<file path="config.mk">
export PLATFORM = sky130hd
export DESIGN_NAME = gray_counter_n
export DESIGN_NICKNAME = d
export VERILOG_FILES = /design/src/rtl/gray_counter_n.sv
export SDC_FILE = /design/constraint.sdc
export NUM_CORES = 1
export LEC_CHECK = 0
export ABC_CLOCK_PERIOD_IN_PS = 2330
export CORE_AREA = 2 2 39 41
export CTS_BUF_LIST = sky130_fd_sc_hd__clkbuf_4
export DETAILED_ROUTE_END_ITERATION = 16
export DIE_AREA = 0 0 41 43
export GPL_TIMING_DRIVEN = 0
export PLACE_DENSITY = 0.66
export SYNTH_ARGS = -nofsm -noshare
export SYNTH_HDL_FRONTEND = slang
export SYNTH_SLANG_ARGS = --single-unit
</file>
<file path="constraint.sdc">
create_clock -name Clk -period 2.33 [get_ports Clk]
set_clock_uncertainty 0.15 [all_clocks]
set_input_delay 0.466 -clock Clk [delete_from_list [all_inputs] [get_ports Clk]]
set_output_delay 0.466 -clock Clk [all_outputs]
set_load 0.02 [all_outputs]
</file>
<file path="src/rtl/gray_counter_n.sv">
// Parametrised up/down Gray-code counter with load, wrap/saturate mode,
// sticky overflow/underflow flags and a one-cycle rollover pulse.
module gray_counter_n #(
   parameter int unsigned WIDTH    = 3,
   parameter bit          SATURATE = 1'b0
) (
   input  logic             Clk,
   input  logic             Reset_n,
   input  logic             En,
   input  logic             Up,
   input  logic             Load,
   input  logic [WIDTH-1:0] LoadVal,
   input  logic             ClrFlags,
   output logic [WIDTH-1:0] Output,
   output logic [WIDTH-1:0] BinOut,
   output logic             Overflow,
   output logic             Underflow,
   output logic             Wrap
);

   if (WIDTH < 2 || WIDTH > 16) begin : g_bad_width
      $error("gray_counter_n: WIDTH must be in 2..16");
   end

   localparam logic [WIDTH-1:0] MAX  = '1;
   localparam logic [WIDTH-1:0] ZERO = '0;

   logic [WIDTH-1:0] bin_nxt;
   logic [WIDTH-1:0] gray_nxt;
   logic             ov_set;
   logic             uf_set;
   logic             ov_nxt;
   logic             uf_nxt;
   logic             wrap_nxt;

   // Next count: load beats enable, terminal counts either roll or hold.
   always_comb begin
      bin_nxt  = BinOut;
      ov_set   = 1'b0;
      uf_set   = 1'b0;
      wrap_nxt = 1'b0;
      if (Load) begin
         bin_nxt = LoadVal;
      end else if (En) begin
         if (Up) begin
            if (BinOut == MAX) begin
               ov_set = 1'b1;
               if (!SATURATE) begin
                  bin_nxt  = ZERO;
                  wrap_nxt = 1'b1;
               end
            end else begin
               bin_nxt = BinOut + WIDTH'(1);
            end
         end else begin
            if (BinOut == ZERO) begin
               uf_set = 1'b1;
               if (!SATURATE) begin
                  bin_nxt  = MAX;
                  wrap_nxt = 1'b1;
               end
            end else begin
               bin_nxt = BinOut - WIDTH'(1);
            end
         end
      end
   end

   // Gray is derived from the next binary so both register on the same edge.
   always_comb begin
      gray_nxt = bin_nxt ^ (bin_nxt >> 1);
      ov_nxt   = ov_set | (Overflow  & ~ClrFlags);
      uf_nxt   = uf_set | (Underflow & ~ClrFlags);
   end

   always_ff @(posedge Clk or negedge Reset_n) begin
      if (!Reset_n) begin
         BinOut    <= '0;
         Output    <= '0;
         Overflow  <= 1'b0;
         Underflow <= 1'b0;
         Wrap      <= 1'b0;
      end else begin
         BinOut    <= bin_nxt;
         Output    <= gray_nxt;
         Overflow  <= ov_nxt;
         Underflow <= uf_nxt;
         Wrap      <= wrap_nxt;
      end
   end

endmodule

</file>
==> summary.md, run 1 <==
| Metric | Value |
|---|---|
| Status | `finished, final reports clean` |
| Layout cell share with drive strength beyond 1 | `15.87%` |
| First-pass DRT Iterations | `4` |
| Grt peak-use layer | `met2` |
| Setup_tns | `0 ns` |
| Switch share | `30.30%` |
| Post-route minimum period | `2.077 ns` |
| Clock Sinks | `8` |
| Global placement routability congestion | `0.7229` |
| Die footprint | `1763 µm²` |
| Layout Cell Area excl Fill | `678.2 µm²` |
| Hold Path Class | `in -> async` |
| Synth Area per Inst | `10.82 µm²` |
| Slew @ Worst Pin | `0.3500 ns` |
| Clock Power Share | `24.4%` |
| Sequential share of power | `40.5%` |
| I/O Buffers | `17` |
| H-tree levels | `1` |
| Startpoint Class | `flip-flop` |
| Clock root buffer | `clkbuf_4` |
| Post-route ant nets | `0` |
| Final Max Tran Viols | `0` |
| Clk_lat worst skew | `0.25 ns` |
| Seq cells post-synth | `8` |
| M2 GR Usage | `18.44%` |
| Initial antenna violation count | `0` |
| Seq/Total Area, Yosys | `43.01%` |
| Comb power frac | `35.1%` |
| Max FO, Critical Path | `8` |
| Final net count | `79` |
| Post-placement cell area | `655.6 µm²` |
| Vias | `384` |
| Core outline area | `1384 µm²` |
| CP required | `1.71 ns` |
| Hold Buf Count CTS | `0` |
| Filler cell count | `133` |
| Initial DRC count | `17` |
| Vias in the first global route | `355` |
| Internal | `0.0002921 W` |
| DRC viols | `0` |
| Power Dens Cells | `618.0 nW/µm²` |
| Global router's overall resource usage | `13.68%` |
| Die Ht | `43 µm` |
| Synth cell types | `18` |
| Yosys warning count | `0` |
| Dpl hpwl | `719.5 µm` |
| I/O pin total | `18` |
| Most frequent cells in the layout | `clkdlybuf4s50_1, dfrtp_1, inv_1, a21oi_1, ha_1` |
| R2R depth | `6` |
| Total grt overflow | `0` |
| Max_cap viols | `0` |
| Worst slew margin | `76.60%` |
| Final hold vios | `0` |
| CTS Buf Count | `3` |
| Data arrival, critical path | `1.46 ns` |
| Mapped cell area | `465.4 µm²` |
| First-pass GRT wire length | `1.545 mm` |
| Vias per std cell | `4.861` |
| Leakage power | `0.3055 nW` |
| Pre-CTS setup slack | `0.3322 ns` |
| Unrepaired setup endpoints after global routing | `no` |
| Worst Setup Slack, final | `0.2535 ns` |
| Crit Path Class | `reg -> out` |
| Net Switching | `0.0001270 W` |
| CTS Buffer Depth | `2` |
| Finish-stage setup viols | `0` |
| CTS tree | `yes` |
| Clock slew at reported path FFs | `0.05 ns` |
| FP Rows | `14` |
| Post-CTS sizing | `0` |
| Starting Density | `33.63%` |
| Drt wl/cell | `10.78 µm` |
| Most common cell after layout, fill and taps aside | `clkdlybuf4s50_1` |
| Max Freq | `481.6 MHz` |
| # diodes | `0` |
| Period utilisation layout | `89.12%` |
| Post-Synthesis Cells | `43` |
| Worst vdd ir | `393.5 µV` |
| Largest net degree at the start of global routing | `9` |
| Synth Net Count | `57` |
| Die X | `41 µm` |
| WL final | `852 µm` |
| Post-CTS setup buffer count | `0` |
| M3 GR Usage | `7.853%` |
| Critical Path End Type | `output port` |
| Met1 Usage GRT | `17.22%` |
| Area Overhead vs Synth | `45.70%` |
## metrics by stage
step	instances	hold slack (ns)	util, %	power [W]
finish	79	0.3384	49.01	0.0004191
global route	79	0.3549	49.01	0.0004518
CTS	79	0.3451	49.01	0.0004247
detailed placement	76	0.3977	47.38	0.0003205
global placement	76	0.3820	47.38	0.0003180
floorplan	43	0.02041	-	0.0002516
## cell usage after synthesis
cell | n | area share (%)
o21bai_1 | 1 | 1.6
xor2_1 | 2 | 3.8
nand2b_4 | 2 | 5.9
nand2_1 | 2 | 1.6
o31ai_1 | 1 | 1.6
buf_4 | 1 | 1.6
inv_1 | 5 | 4.0
or3_1 | 1 | 1.3
nand2b_1 | 1 | 1.3
ha_1 | 5 | 13
dfrtp_1 | 8 | 43
a21oi_1 | 5 | 5.4
a221o_1 | 1 | 2.2
or2_2 | 2 | 2.7
o221a_2 | 1 | 2.4
o211ai_2 | 1 | 2.7
nor2b_1 | 1 | 1.3
o22ai_1 | 3 | 4.0
## cell type report
class | instances | area, µm² | share of cell area, %
buffer | 1 | 7.507 | 1.107
clock buffer | 3 | 22.52 | 3.321
inverter | 5 | 18.77 | 2.768
multi-input combinational | 29 | 239.0 | 35.24
sequential | 8 | 200.2 | 29.52
tap | 16 | 20.02 | 2.952
timing repair buffer | 17 | 170.2 | 25.09
## kinds of logic (layout without fill, tap and decap cells)
group	count (synthesis)	count (layout)	share of synthesized area, %
AO/OA/AOI/OAI	13	13	19.89
XOR/XNOR	2	2	3.764
adder cells (fa/ha/maj)	5	5	13.44
buffers and inverters	6	26	5.646
flip-flops	8	8	43.01
AND/OR/NAND/NOR	9	9	14.25
## critical path, cell delays in order (launching register included)
cell and delay, ns:
dfrtp_1 0.47, buf_4 0.15, clkdlybuf4s50_1 0.58
## final timing paths
check	start	endpoint	slack [ns]
hold reg to reg	Overflow	Overflow	0.40
setup reg to reg	BinOut[0]	Output[1]	0.45
min in group Clk	Overflow	Overflow	0.40
setup / recovery	BinOut[2]	Output[2]	0.25
hold / removal	Reset_n	Underflow	0.34
max in group asynchronous	Reset_n	Output[0]	1.44
## power groups by stage
stage          clock, W  sequential, W  combinational, W
2_1_floorplan         0       0.000192         0.0000598
3_3_place_gp          0       0.000171          0.000147
3_5_place_dp          0       0.000173          0.000148
4_1_cts        0.000106       0.000170          0.000149
5_1_grt        0.000117       0.000172          0.000163
6_report       0.000102       0.000170          0.000147
## routing by layer
layer	up-vias	routed length, µm
li1	196	-
met1	163	354
met2	23	410
met3	2	80
met4	0	7
met5	-	0
## flip-flops by register name (all words and copies together), names as in the netlist
register and count:
BinOut 3, Output 2, Overflow 1, Underflow 1
Wrap 1
Note: power is estimated with default switching activity, not from simulation.
==> run 2, diff against run 1 <==
ABC_CLOCK_PERIOD_IN_PS = 2300   (was 2330)
SKIP_CTS_REPAIR_TIMING = 1   (was not set)
clock period = 2.3 ns   (was 2.33 ns; I/O delays follow)
==> results of run 2 <==
Same layout as run 1 (identical final DEF). Status: finished, final reports clean.
Main changes from that run: setup slack after placement 0.3322 ns -> 0.3082 ns; setup slack after layout 0.2535 ns -> 0.2295 ns; hold slack 0.3384 ns -> 0.3324 ns; register-to-register setup slack 0.45 ns -> 0.42 ns; total power 0.0004191 W -> 0.0004246 W; worst IR drop on VDD 393.5 µV -> 398.6 µV
==> run 3, diff against run 2 <==
CTS_CLUSTER_DIAMETER = 50   (was not set)
==> results of run 3 <==
Same layout as run 1 (identical final DEF). Status: finished, final reports clean.
Main changes from that run: setup slack after placement 0.3322 ns -> 0.3082 ns; setup slack after layout 0.2535 ns -> 0.2295 ns; hold slack 0.3384 ns -> 0.3324 ns; register-to-register setup slack 0.45 ns -> 0.42 ns; total power 0.0004191 W -> 0.0004246 W; worst IR drop on VDD 393.5 µV -> 398.6 µV
